[src/rtl/morph_pkg.sv]
// Shared definitions for the two-pass morphological opening/closing datapath:
// sequencer state encoding, kernel operation codes and a width helper.
package morph_pkg;

  typedef enum logic [2:0] {
    ST_IDLE   = 3'd0,
    ST_PASS1  = 3'd1,
    ST_DRAIN1 = 3'd2,
    ST_PASS2  = 3'd3,
    ST_DRAIN2 = 3'd4,
    ST_DONE   = 3'd5
  } morph_state_t;

  localparam logic OP_ERODE  = 1'b0;
  localparam logic OP_DILATE = 1'b1;

  function automatic int clog2_min1(input int v);
    return (v <= 1) ? 1 : $clog2(v);
  endfunction

endpackage

[src/rtl/morph_addr_gen.sv]
// Raster scan of one pass: row/column counters, inter-row gap and the three
// clamped row addresses (above, current, below) built from running row bases.
module morph_addr_gen
  import morph_pkg::*;
#(
  parameter int PIC_WIDTH  = 250,
  parameter int PIC_HEIGHT = 250,
  parameter int ADDR_W     = 16,
  parameter int ROW_GAP    = 2
) (
  input  logic              clk,
  input  logic              rst_n,
  input  logic              restart,
  output logic              rd_en,
  output logic [ADDR_W-1:0] rd_addr1,
  output logic [ADDR_W-1:0] rd_addr2,
  output logic [ADDR_W-1:0] rd_addr3,
  output logic              scan_done
);

  localparam int CW = clog2_min1(PIC_WIDTH);
  localparam int RW = clog2_min1(PIC_HEIGHT);
  localparam int GW = clog2_min1(ROW_GAP);
  localparam logic [CW-1:0]     C_LAST     = CW'(PIC_WIDTH - 1);
  localparam logic [RW-1:0]     R_LAST     = RW'(PIC_HEIGHT - 1);
  localparam logic [GW-1:0]     G_LAST     = GW'((ROW_GAP > 0) ? ROW_GAP - 1 : 0);
  localparam logic [ADDR_W-1:0] ROW_STEP   = ADDR_W'(PIC_WIDTH);
  localparam logic [ADDR_W-1:0] BASE3_INIT = (PIC_HEIGHT > 1) ? ROW_STEP : '0;

  logic              active;
  logic              in_gap;
  logic [CW-1:0]     col;
  logic [RW-1:0]     row;
  logic [GW-1:0]     gap_cnt;
  logic [ADDR_W-1:0] base_above;
  logic [ADDR_W-1:0] base_mid;
  logic [ADDR_W-1:0] base_below;
  logic              row_end;
  logic              row_advance;

  assign rd_en   = active & ~in_gap;
  assign row_end = rd_en & (col == C_LAST);
  // A row is finished after its final gap cycle, or after its last read when there is no gap.
  assign row_advance = (ROW_GAP == 0) ? row_end : (active & in_gap & (gap_cnt == G_LAST));
  assign scan_done   = row_advance & (row == R_LAST);

  assign rd_addr1 = base_above + ADDR_W'(col);
  assign rd_addr2 = base_mid   + ADDR_W'(col);
  assign rd_addr3 = base_below + ADDR_W'(col);

  always_ff @(posedge clk or negedge rst_n) begin
    if (!rst_n) begin
      active     <= 1'b0;
      in_gap     <= 1'b0;
      col        <= '0;
      row        <= '0;
      gap_cnt    <= '0;
      base_above <= '0;
      base_mid   <= '0;
      base_below <= '0;
    end else if (restart) begin
      active     <= 1'b1;
      in_gap     <= 1'b0;
      col        <= '0;
      row        <= '0;
      gap_cnt    <= '0;
      base_above <= '0;
      base_mid   <= '0;
      base_below <= BASE3_INIT;
    end else if (row_advance) begin
      in_gap  <= 1'b0;
      gap_cnt <= '0;
      col     <= '0;
      if (row == R_LAST) begin
        active     <= 1'b0;
        row        <= '0;
        base_above <= '0;
        base_mid   <= '0;
        base_below <= '0;
      end else begin
        row        <= row + 1'b1;
        base_above <= base_mid;
        base_mid   <= base_below;
        // The row below stays clamped at the last row once it is reached.
        if ((row + 1'b1) != R_LAST) base_below <= base_below + ROW_STEP;
      end
    end else if (row_end) begin
      col     <= '0;
      in_gap  <= 1'b1;
      gap_cnt <= '0;
    end else if (in_gap) begin
      gap_cnt <= gap_cnt + 1'b1;
    end else if (rd_en) begin
      col <= col + 1'b1;
    end
  end

endmodule

[src/rtl/morph_pass_scheduler.sv]
// Two-pass frame sequencer: drives one shared 3x3 min/max kernel over the frame
// twice (bank 0 -> bank 1, then bank 1 -> bank 0) for opening or closing.
module morph_pass_scheduler
  import morph_pkg::*;
#(
  parameter int PIC_WIDTH  = 250,
  parameter int PIC_HEIGHT = 250,
  parameter int ADDR_W     = 16,
  parameter int RD_LAT     = 1,
  parameter int ROW_GAP    = 2,
  parameter int DRAIN_CYC  = 8
) (
  input  logic              clk,
  input  logic              rst_n,
  input  logic              start,
  input  logic              mode,
  output logic              busy,
  output logic              done,
  output logic              kernel_op,
  output logic              kernel_valid_in,
  input  logic              kernel_valid_out,
  output logic              rd_en,
  output logic              rd_bank,
  output logic [ADDR_W-1:0] rd_addr1,
  output logic [ADDR_W-1:0] rd_addr2,
  output logic [ADDR_W-1:0] rd_addr3,
  output logic              wr_en,
  output logic              wr_bank,
  output logic [ADDR_W-1:0] wr_addr,
  output logic              ovf,
  output morph_state_t      state_dbg
);

  // Handshake: kernel_valid_in marks a kernel input beat RD_LAT cycles after
  // its rd_en; every kernel_valid_out beat is written at once (no backpressure).

  localparam int TOTAL = PIC_WIDTH * PIC_HEIGHT;
  localparam int WCW   = $clog2(TOTAL + 1);
  localparam int DW    = $clog2(RD_LAT + DRAIN_CYC + 1);
  localparam logic [WCW-1:0] WR_LIMIT     = WCW'(TOTAL);
  localparam logic [DW-1:0]  DRAIN_FULL   = DW'(RD_LAT + DRAIN_CYC);
  localparam logic [DW-1:0]  DRAIN_RELOAD = DW'(DRAIN_CYC);

  morph_state_t      state;
  logic              mode_q;
  logic [WCW-1:0]    wr_cnt;
  logic [DW-1:0]     drain_cnt;
  logic [RD_LAT-1:0] vin_pipe;
  logic              scan_restart;
  logic              scan_done;
  logic              drain_exit;
  logic              in_drain;

  assign state_dbg       = state;
  assign in_drain        = (state == ST_DRAIN1) | (state == ST_DRAIN2);
  assign drain_exit      = in_drain & ~kernel_valid_out & (drain_cnt == '0);
  assign scan_restart    = ((state == ST_IDLE) & start) | ((state == ST_DRAIN1) & drain_exit);
  assign wr_en           = busy & kernel_valid_out & (wr_cnt < WR_LIMIT);
  assign wr_addr         = ADDR_W'(wr_cnt);
  assign kernel_valid_in = vin_pipe[RD_LAT-1];

  morph_addr_gen #(
    .PIC_WIDTH (PIC_WIDTH),
    .PIC_HEIGHT(PIC_HEIGHT),
    .ADDR_W    (ADDR_W),
    .ROW_GAP   (ROW_GAP)
  ) u_addr_gen (
    .clk      (clk),
    .rst_n    (rst_n),
    .restart  (scan_restart),
    .rd_en    (rd_en),
    .rd_addr1 (rd_addr1),
    .rd_addr2 (rd_addr2),
    .rd_addr3 (rd_addr3),
    .scan_done(scan_done)
  );

  // Free-running delay line; deliberately not flushed across state changes.
  always_ff @(posedge clk or negedge rst_n) begin
    if (!rst_n) begin
      vin_pipe <= '0;
    end else begin
      vin_pipe[0] <= rd_en;
      for (int i = 1; i < RD_LAT; i++) vin_pipe[i] <= vin_pipe[i-1];
    end
  end

  always_ff @(posedge clk or negedge rst_n) begin
    if (!rst_n) begin
      state     <= ST_IDLE;
      mode_q    <= 1'b0;
      busy      <= 1'b0;
      done      <= 1'b0;
      kernel_op <= OP_ERODE;
      rd_bank   <= 1'b0;
      wr_bank   <= 1'b0;
      wr_cnt    <= '0;
      drain_cnt <= '0;
      ovf       <= 1'b0;
    end else begin
      if (busy & kernel_valid_out) begin
        if (wr_cnt < WR_LIMIT) wr_cnt <= wr_cnt + 1'b1;
        else                   ovf    <= 1'b1;
      end
      case (state)
        ST_IDLE: begin
          if (start) begin
            mode_q    <= mode;
            busy      <= 1'b1;
            kernel_op <= mode;
            rd_bank   <= 1'b0;
            wr_bank   <= 1'b1;
            wr_cnt    <= '0;
            ovf       <= 1'b0;
            state     <= ST_PASS1;
          end
        end
        ST_PASS1: begin
          if (scan_done) begin
            drain_cnt <= DRAIN_FULL;
            state     <= ST_DRAIN1;
          end
        end
        ST_DRAIN1: begin
          if (kernel_valid_out) begin
            drain_cnt <= DRAIN_RELOAD;
          end else if (drain_cnt == '0) begin
            rd_bank   <= 1'b1;
            wr_bank   <= 1'b0;
            kernel_op <= ~mode_q;
            wr_cnt    <= '0;
            state     <= ST_PASS2;
          end else begin
            drain_cnt <= drain_cnt - 1'b1;
          end
        end
        ST_PASS2: begin
          if (scan_done) begin
            drain_cnt <= DRAIN_FULL;
            state     <= ST_DRAIN2;
          end
        end
        ST_DRAIN2: begin
          if (kernel_valid_out) begin
            drain_cnt <= DRAIN_RELOAD;
          end else if (drain_cnt == '0) begin
            done  <= 1'b1;
            state <= ST_DONE;
          end else begin
            drain_cnt <= drain_cnt - 1'b1;
          end
        end
        ST_DONE: begin
          done      <= 1'b0;
          busy      <= 1'b0;
          kernel_op <= OP_ERODE;
          rd_bank   <= 1'b0;
          wr_bank   <= 1'b0;
          state     <= ST_IDLE;
        end
        default: state <= ST_IDLE;
      endcase
    end
  end

endmodule

[config.mk]
export PLATFORM = sky130hd
export DESIGN_NAME = morph_pass_scheduler
export DESIGN_NICKNAME = d
export VERILOG_FILES = /design/src/rtl/morph_pkg.sv /design/src/rtl/morph_addr_gen.sv /design/src/rtl/morph_pass_scheduler.sv
export SDC_FILE = /design/constraint.sdc
export NUM_CORES = 1
export LEC_CHECK = 0
export CORE_MARGIN = 8
export CORE_UTILIZATION = 55
export CTS_BUF_LIST = sky130_fd_sc_hd__clkbuf_4 sky130_fd_sc_hd__clkbuf_8 sky130_fd_sc_hd__clkbuf_16
export DETAILED_ROUTE_END_ITERATION = 16
export PLACE_DENSITY_LB_ADDON = 0.2
export SYNTH_ARGS = -nofsm -noshare
export SYNTH_HDL_FRONTEND = slang
export SYNTH_SLANG_ARGS = --single-unit
export TNS_END_PERCENT = 5
[constraint.sdc]
create_clock -name clk -period 2.5 [get_ports clk]
set_input_delay 0.25 -clock clk [delete_from_list [all_inputs] [get_ports clk]]
set_output_delay 0.25 -clock clk [all_outputs]
set_load 0.1 [all_outputs]
==> results of run 1 <==
-- per-stage QoR --
step                      instance area [µm²]  worst slack [ns]  power, mW
after global placement                   8080            -0.279       6.60
after global routing                     8580            -0.555       8.05
after detailed placement                 8080            -0.442       6.70
final                                    8580            -0.431       7.76
after floorplan                          6300            -0.506       5.00
after CTS                                8450            -0.451       7.74
-- power groups by stage --
| stage | sequential [mW] | clock (mW) | combinational (mW) |
|---|---|---|---|
| after CTS | 1.86 | 0.938 | 4.95 |
| after global placement | 1.87 | 0 | 4.72 |
| after detailed placement | 1.89 | 0 | 4.81 |
| final | 1.86 | 0.924 | 4.97 |
| after global routing | 1.88 | 1.00 | 5.17 |
| after floorplan | 2.27 | 0 | 2.72 |
-- layout make-up --
class	count	area [µm²]	share of cell area, %
Clock buffer	12	146	1.71
Sequential cell	97	2430	28.3
Inverter	22	82.6	0.963
Clock inverter	3	20.0	0.233
Multi-Input combinational cell	498	3980	46.4
Tap cell	140	175	2.04
Timing Repair Buffer	155	1750	20.4
-- routing by layer --
layer / vias to the layer above / GRT usage, %
met5: - / 0
met2: 197 / 39.9
met4: 0 / 6.79
met3: 27 / 3.90
met1: 2729 / 28.7
li1: 2597 / -
-- state kept, by name, indices dropped and copies added (netlist names) --
signal                 count
mode_q                     1
u_addr_gen.base_above     16
u_addr_gen.base_below     15
drain_cnt                  4
wr_addr                   16
done                       1
rd_bank                    1
u_addr_gen.row             8
u_addr_gen.col             8
u_addr_gen.active          1
busy                       1
u_addr_gen.base_mid       16
kernel_op                  1
wr_bank                    1
kernel_valid_in            1
u_addr_gen.in_gap          1
ovf                        1
state_dbg                  3
u_addr_gen.gap_cnt         1
-- synthesized netlist by cell type, drive strengths merged, types with 3 or more instances --
| cell | n | area share [%] |
|---|---|---|
| and4 | 3 | 0.45 |
| o31ai | 12 | 1.8 |
| o211ai | 7 | 0.89 |
| buf | 8 | 0.91 |
| clkbuf | 13 | 0.83 |
| a31oi | 6 | 0.74 |
| nand3 | 16 | 1.4 |
| inv | 22 | 1.4 |
| a21o | 3 | 0.38 |
| xor2 | 29 | 4.3 |
| nand2b | 11 | 1.2 |
| nor3 | 17 | 1.4 |
| nor4b | 5 | 1.1 |
| o31a | 3 | 0.45 |
| xnor2 | 27 | 4.0 |
| o21ai | 55 | 4.7 |
| o41ai | 3 | 0.57 |
| dfrtp | 97 | 41 |
| nand4 | 10 | 1.1 |
| and3 | 11 | 1.2 |
| and2 | 6 | 0.64 |
| o21a | 3 | 0.38 |
| or3 | 6 | 0.64 |
| a22o | 28 | 4.2 |
| nor3b | 4 | 0.51 |
| nor2 | 68 | 4.3 |
| nand2 | 55 | 3.7 |
| nor4 | 8 | 1.1 |
| a21oi | 32 | 2.7 |
| nor2b | 9 | 0.95 |
| or4 | 6 | 0.76 |
| ha | 32 | 6.8 |
-- cell families after synthesis --
| kind of cell | after synthesis | synth area share [%] |
|---|---|---|
| AOI/OAI and AO/OA | 167 | 18.8 |
| DFF | 97 | 41.1 |
| adders and majority gates | 34 | 7.46 |
| buffers and inverters | 43 | 3.14 |
| muxes | 1 | 0.170 |
| and+or+nand+nor | 240 | 21.0 |
| xor gates and xnor gates | 56 | 8.31 |
-- critical path: stages, from the launching register on --
cell	delay, ns
dfrtp_1	0.43
buf_6	0.14
ha_4	0.25
a21o_1	0.12
a21oi_2	0.08
o211ai_1	0.22
a31oi_1	0.12
buf_4	0.17
nor4b_4	0.25
buf_4	0.17
xor2_4	0.17
buf_12	0.19
-- worst max path at each step --
stage,from,end,slack [ns],depth (start not counted)
3_3_place_gp,u_addr_gen.col[0]$_DFFE_PN0P_,rd_addr1[14],-0.28,11
4_1_cts,u_addr_gen.col[1]$_DFFE_PN0P_,rd_addr2[13],-0.45,11
2_1_floorplan,u_addr_gen.col[0]$_DFFE_PN0P_,rd_addr2[10],-0.51,9
6_report,u_addr_gen.col[1]$_DFFE_PN0P_,rd_addr2[13],-0.43,11
5_1_grt,u_addr_gen.col[1]$_DFFE_PN0P_,rd_addr2[11],-0.56,10
3_5_place_dp,u_addr_gen.col[0]$_DFFE_PN0P_,rd_addr1[12],-0.44,11
-- what timing repair did --
item,in CTS,in global routing
endpoints found under the hold margin,42,0
hold buffers,1,0
buffers inserted,4,0
resized for setup,32,27
setup endpoints to repair,34,42
pin swaps,16,4
cloned,0,0
==> flow_summary.yaml, run 1 <==
outcome:
  status: "finished, violations left"
  violations: "negative setup slack"
final_layout:
  nFillCells: 649
  mostFrequentLayoutCell: "buf_4"
  final_layout_size_suffix_gt1_share_pct: 32.5
  layout.cells.non_filler: 927
  layout.nets: 822
  final_cell_mix: "103 x buf_4, 95 x dfrtp_1, 59 x nor2_1"
  syn_to_final_growth_pct: 45.3
  num_antenna_cells: 0
  final_util_pct: 80.5
critical_path:
  endpoint_kind: "output pin"
  r2r_slack_ns: 0.07
  worst-path-max-fanout: 4
  critPathArrivalTime_ns: 2.68
  r2r-end: "u_addr_gen.base_below[9]$_DFFE_PN0P_"
  cp_data_required_time_ns: 2.25
  r2r_start: "u_addr_gen.row[1]$_DFFE_PN0P_"
  path_class: "register to output pin"
  cp-start-kind: "register"
  r2r.worst_path.cells: 9
sta:
  post-route-period-util_pct: 117
  rsz0062_at_grt: "yes"
  hold_viol: 0
  period_needed_ns: 2.93
  drv_slew: 0
  worst_slack_ns: -0.431
  fmax_mhz: 341
  setup_viol: 30
  whs_ns: 0.411
  finalSetupTns_ns: -7.87
  worst_pin_slew_ns: 0.736
  slew_headroom_pct: 50.5
  clock_skew_ns: 0.00959
cts:
  clockBufferDepth: 2
  cts_buffers: 9
  clkTransAtPathRegs_ns: 0.09
  clock-root-buffer: "clkbuf_8"
  htreeDepth: 3
  clk_latency_ns: 0.37
  cts_sinks: 97
  cts_tree: "done"
synthesis:
  synthesis.instances: 638
  netlist_area_mm2: 0.00590
  yosysUniqueCellTypes: 59
  yosysSeqAreaShare_pct: 41.1
  ys_seq_elements: 97
  ys_async_sr_fraction_pct: 100
  syn_nets: 677
  synth_flop_cell: "dfrtp_1"
  synth_edf_count: 0
  ys_warn_count: 0
  avgSynthCellArea_um2: 9.25
route:
  top_layer: "met4"
  post_drt_wl_per_cell_um: 17.8
  drtPass1Iterations: 5
  drt-initial-drc-count: 361
  antenna_left: 0
  vias_per_cell: 5.99
  vias: 5550
  post-route-drc-count: 0
  met3_length_um: 726
  drt-total-wl_um: 16500
  route.met2.wl_um: 8360
  met1_length_um: 7100
pwr:
  comb_power_share_pct: 64.1
  p_per_area_mw_per_mm2: 905
  swShare_pct: 51.5
  clkPwrFrac_pct: 11.9
  p_sw_mw: 3.99
  power_leakage_nw: 3.81
  p_int_mw: 3.77
  ir_drop_uv: 1310
  p_seq_share_pct: 24.0
floorplan:
  dieHeight_um: 120
  start_util_pct: 55.4
  boundaryPins: 81
  dieArea_mm2: 0.0143
  core_mm2: 0.0107
  rows: 38
  die_w_um: 120
placed_design:
  place_hpwl_um: 12200
  dp_cells: 907
  io_buffer_count: 80
  gp_congestion: 0.929
grt:
  grtUsageTotal_pct: 23.0
  gr-total-overflow: 0
  grt_pass1_vias: 5701
  grt_start_max_net_pins: 46
  antenna_found_initial: 0
  grt_pass1_wl_um: 27500
run:
  cap_violations: 0
hold_path:
  hold_path_class: "primary input to async pin"
Note: power is estimated with default switching activity, not from simulation.
==> run 2: changes to the inputs <==
Settings changed: ABC_AREA set to 1.
==> flow_summary.yaml, run 2 <==
outcome:
  status: "finished, violations left"
  violations: "negative setup slack"
grt:
  gr-total-overflow: 0
  grt_start_max_net_pins: 44
  grtUsageTotal_pct: 23.2
  grt_pass1_wl_um: 28300
  antenna_found_initial: 0
  grt_pass1_vias: 5888
synthesis:
  synthAdderAreaFrac_pct: 7.01
  synth.most_common_cell: "nand2_1"
  synthMuxAreaShare_pct: 0.159
  synth_edf_count: 0
  synth-compound-area-share_pct: 11.5
  ys_warn_count: 0
  synth_flop_cell: "dfrtp_1"
  synthesis.instances: 822
  synth_top_family_by_area: "simple AND/OR/NAND/NOR gates"
  synthTopCellsByArea: "dfrtp_1 39%, nand2_1 11%, inv_1 6.7%, ha_1 6.4%, xor2_1 5.9%"
  ys_top_cells_by_count: "179 x nand2_1, 112 x inv_1, 97 x dfrtp_1"
  synth_xor_area_share_pct: 7.39
  avgSynthCellArea_um2: 7.64
  syn_nets: 861
  ys_async_sr_fraction_pct: 100
  yosysUniqueCellTypes: 41
  netlist_area_mm2: 0.00628
  yosysTopAreaCell: "dfrtp_1"
  synthSimpleGateAreaFrac_pct: 26.2
  ys_seq_elements: 97
  yosysSeqAreaShare_pct: 38.6
  synth_top_area_share_pct: 38.6
critical_path:
  cp_slowest_cell: "dfrtp_2"
  r2r.worst_path.cells: 13
  cp_cell_sequence: "ha_4, nand2_4, nor3_2, nand2_1, nand2_2, nand2_4, nor2_4, nand2_1, o21ai_2, nand2_2, buf_12"
  cp-start-kind: "register"
  cp_data_required_time_ns: 2.25
  worst-path-max-fanout: 6
  endpoint_kind: "output pin"
  path_class: "register to output pin"
  r2r_start: "drain_cnt[0]$_DFFE_PN0P_"
  r2r-end: "u_addr_gen.base_below[6]$_DFFE_PN0P_"
  critPathArrivalTime_ns: 2.44
  r2r_slack_ns: 0.35
  cpPeakStageDelay_ns: 0.49
final_layout:
  syn_to_final_growth_pct: 38.2
  final_area_mm2: 0.00868
  num_antenna_cells: 0
  layout.nets: 969
  final_layout_size_suffix_gt1_share_pct: 24.9
  final_cell_mix: "167 x nand2_1, 109 x inv_1, 87 x dfrtp_1"
  mostFrequentLayoutCell: "nand2_1"
  layout.cells.non_filler: 1078
  final_util_pct: 77.0
sta:
  post-route-period-util_pct: 107
  clock_skew_ns: 0.00767
  drv_slew: 0
  whs_ns: 0.431
  slew_headroom_pct: 61.7
  fmax_mhz: 372
  finalSetupTns_ns: -2.22
  rsz0062_at_grt: "yes"
  period_needed_ns: 2.69
  worst_pin_slew_ns: 0.574
  hold_viol: 0
  worst_slack_ns: -0.186
  setup_viol: 23
cts:
  clock-root-buffer: "clkbuf_16"
  clockBufferDepth: 2
  htreeDepth: 3
  clkTransAtPathRegs_ns: 0.07
  cts_tree: "done"
  cts_sinks: 97
  cts_buffers: 9
  clk_latency_ns: 0.35
floorplan:
  rows: 39
  start_util_pct: 55.7
  dieArea_mm2: 0.0151
  boundaryPins: 81
  core_mm2: 0.0113
  die_w_um: 123
  dieHeight_um: 123
placed_design:
  io_buffer_count: 80
  dp_cells: 1046
  place_hpwl_um: 12200
  postPlaceCellArea_mm2: 0.00777
  gp_congestion: 0.923
route:
  met3_length_um: 1080
  vias: 6138
  route.met2.wl_um: 9350
  drtPass1Iterations: 5
  post_drt_wl_per_cell_um: 16.6
  met1_length_um: 7080
  vias_per_cell: 5.69
  top_layer: "met4"
  drt-initial-drc-count: 404
  drt-total-wl_um: 17900
  antenna_left: 0
  post-route-drc-count: 0
pwr:
  ir_drop_uv: 1040
  power_leakage_nw: 4.15
  p_per_area_mw_per_mm2: 1190
run:
  cap_violations: 0
hold_path:
  hold_path_class: "primary input to async pin"
-- run 2: changes by cell type in the layout (fill, tap and decap cells not counted), moves of 27 or more --
| cell | before | now |
|---|---|---|
| o22ai_1 | 2 | 29 |
| nand3_1 | 16 | 61 |
| nand2_1 | 52 | 167 |
| buf_4 | 103 | 63 |
| inv_1 | 21 | 109 |
| a22o_1 | 28 | 0 |
-- run 2: per-layer routing --
metal  GRT usage (%)  vias up
met3            3.63       45
met1            27.5     2956
met5               0        -
li1                -     2889
met4            7.92        0
met2            41.8      248
-- run 2: kinds of logic after synthesis --
family,Yosys count
AO/OA/AOI/OAI,127
XOR/XNOR,53
adder cells (fa/ha/maj),34
buffers and inverters,134
flip-flops,97
multiplexers,1
AND/OR/NAND/NOR,376
-- run 2: through the flow --
stage | total power, mW | setup WS, ns
2_1_floorplan | 6.49 | -0.598
3_3_place_gp | 8.29 | 0.0108
3_5_place_dp | 8.42 | -0.0259
4_1_cts | 10.2 | -0.132
5_1_grt | 10.7 | -0.289
6_report | 10.3 | -0.186
-- run 2: worst max path at each step --
stage | slack, ns | cells past startpoint | to | from
6_report | -0.19 | 11 | rd_addr3[15] | u_addr_gen.col[7]$_DFFE_PN0P_
5_1_grt | -0.29 | 10 | rd_addr1[12] | u_addr_gen.col[0]$_DFFE_PN0P_
4_1_cts | -0.13 | 12 | rd_addr2[12] | u_addr_gen.col[0]$_DFFE_PN0P_
3_5_place_dp | -0.03 | 13 | rd_addr2[14] | u_addr_gen.col[0]$_DFFE_PN0P_
3_3_place_gp | 0.01 | 13 | rd_addr2[14] | u_addr_gen.col[0]$_DFFE_PN0P_
2_1_floorplan | -0.60 | 7 | rd_addr1[11] | u_addr_gen.col[2]$_DFFE_PN0P_
-- run 2: worst max-delay path, delay by kind of cell, from the launching register on --
kind                       cells  cell delay, ns
AOI/OAI and AO/OA              1            0.16
adders and majority gates      1            0.34
buffers and inverters          1            0.17
DFF                            1            0.49
and+or+nand+nor                8            0.92
-- run 2: final cells by class --
| cell class | instances | area, µm² |
|---|---|---|
| inverters | 117 | 444 |
| repair buffers | 114 | 1450 |
| well taps | 143 | 179 |
| clock inverters | 5 | 77.6 |
| multi-input cells | 591 | 3840 |
| flip-flops and latches | 97 | 2440 |
| clock buffers | 11 | 253 |
| fillers | 727 | 2590 |
-- run 2: repair_timing --
item                                   in CTS  in global routing
hold buffers                                1                  0
setup buffers                               6                  9
endpoints found under the hold margin      40                  0
gates resized for setup                    64                 26
pin swaps                                  15                 17
setup endpoints to repair                  28                 32
-- run 2: where the power goes --
group,switching (mW),internal (mW)
Combinational,4.53,2.01
Clock,0.593,0.928
Sequential,0.398,1.85
Total,5.52,4.79
==> run 3: changes to the inputs <==
Settings changed: REMOVE_ABC_BUFFERS set to 1.
==> flow_summary.yaml, run 3 (same netlist as run 2, synthesis figures left out) <==
placed_design:
  gp_congestion: 0.946
  io_buffer_count: 80
  place_hpwl_um: 12100
  pre_cts_slack_ns: -0.0597
sta:
  rsz0062_at_grt: "yes"
  drv_slew: 0
  finalSetupTns_ns: -2.11
  worst_pin_slew_ns: 0.546
  fmax_mhz: 368
  period_needed_ns: 2.72
  clock_skew_ns: 0.00742
  setup_viol: 21
  hold_viol: 0
  post-route-period-util_pct: 109
  slew_headroom_pct: 63.6
  worst_slack_ns: -0.216
route:
  vias_per_cell: 5.69
  drt-total-wl_um: 17700
  drtPass1Iterations: 5
  post_drt_wl_per_cell_um: 16.5
  drt-initial-drc-count: 497
  post-route-drc-count: 0
  vias: 6124
  antenna_left: 0
grt:
  grt_start_max_net_pins: 58
  gr-total-overflow: 0
  grtUsageTotal_pct: 22.4
  grt_pass1_vias: 6110
  grt_pass1_wl_um: 27700
  antenna_found_initial: 0
hold_path:
  hold_path_class: "primary input to async pin"
run:
  cap_violations: 0
critical_path:
  crit_start: "u_addr_gen.col[2]$_DFFE_PN0P_"
  path_class: "register to output pin"
  r2r_slack_ns: 0.40
  cp-start-kind: "register"
  endpoint_kind: "output pin"
  worst-path-max-fanout: 5
  r2r-end: "u_addr_gen.col[4]$_DFFE_PN0P_"
  cp_data_required_time_ns: 2.25
  r2r.worst_path.cells: 12
  r2r_start: "drain_cnt[0]$_DFFE_PN0P_"
  critPathArrivalTime_ns: 2.47
  endpoint: "rd_addr2[13]"
pwr:
  power.total_mw: 10.3
  power_leakage_nw: 4.12
  ir_drop_uv: 2010
  p_per_area_mw_per_mm2: 1200
final_layout:
  final_cell_mix: "168 x nand2_1, 108 x inv_1, 90 x dfrtp_1"
  nFillCells: 783
  multiInputGateArea_mm2: 0.00377
  layout.nets: 968
  final_layout_size_suffix_gt1_share_pct: 23.3
  syn_to_final_growth_pct: 36.8
  mostFrequentLayoutCell: "nand2_1"
  num_antenna_cells: 0
  regArea_mm2: 0.00244
cts:
  cts_sinks: 97
  clock-root-buffer: "clkbuf_16"
  clkTransAtPathRegs_ns: 0.07
  clockBufferDepth: 2
  cts_buffers: 9
  clk_latency_ns: 0.34
  htreeDepth: 3
  cts_tree: "done"
outcome:
  status: "finished, violations left"
  violations: "negative setup slack"
floorplan:
  rows: 39
  dieHeight_um: 123
  boundaryPins: 81
  die_w_um: 123
  start_util_pct: 55.7
  core_mm2: 0.0113
  dieArea_mm2: 0.0151
-- run 3: layer usage --
metal  up-vias  part of all wire [%]  global-route usage (%)
met5         -                     0                       0
met2       261                    51                    39.5
li1       2880                     -                       -
met3        50                   5.5                    2.58
met4         0                   3.1                    11.2
met1      2933                    40                    26.6
-- run 3: metrics by stage --
| step | hold slack [ns] | area [µm²] | cells | util, % |
|---|---|---|---|---|
| 2_1_floorplan | -0.0456 | 6150 | 805 | - |
| 3_3_place_gp | 0.271 | 7700 | 1051 | 68.3 |
| 3_5_place_dp | 0.276 | 7700 | 1051 | 68.3 |
| 4_1_cts | 0.447 | 8370 | 1074 | 74.3 |
| 5_1_grt | 0.476 | 8590 | 1077 | 76.2 |
| 6_report | 0.437 | 8590 | 1077 | 76.2 |
-- run 3: worst min path at each step --
stage | to | cells after the start | start
finish | u_addr_gen.row[0]$_DFFE_PN0P_ | 2 | rst_n
CTS | u_addr_gen.row[0]$_DFFE_PN0P_ | 2 | rst_n
global route | u_addr_gen.row[0]$_DFFE_PN0P_ | 2 | rst_n
detailed placement | drain_cnt[2]$_DFFE_PN0P_ | 1 | rst_n
global placement | drain_cnt[0]$_DFFE_PN0P_ | 1 | rst_n
floorplan | busy$_DFFE_PN0P_ | 0 | rst_n
-- run 3: final cells by class --
class | count | area share (%)
clock buffer | 10 | 2.71
clock inverter | 6 | 0.786
inverter | 117 | 5.17
multi-input combinational | 591 | 43.8
sequential | 97 | 28.3
tap | 143 | 2.08
timing repair buffer | 113 | 17.1
-- run 3: repair_timing --
action / CTS / global route
gates resized for setup: 66 / 30
setup endpoints to repair: 26 / 32
hold buffers: 1 / 0
hold endpoints to repair: 40 / 0
buffers inserted: 6 / 3
pin swaps: 19 / 20
-- run 3: worst max-delay path: stages, from the launching register on --
cell,delay [ns]
dfrtp_2,0.47
buf_4,0.16
ha_4,0.23
nand3_1,0.10
nand3_2,0.11
nand2_1,0.13
nand2_2,0.13
a21oi_4,0.22
nor2_1,0.08
xor2_1,0.27
buf_12,0.22
-- run 3: power by group --
group	leakage (nW)	switching (mW)	internal (mW)
Combinational	2.69	4.55	2.10
Clock	0.142	0.593	0.790
Sequential	1.29	0.388	1.85
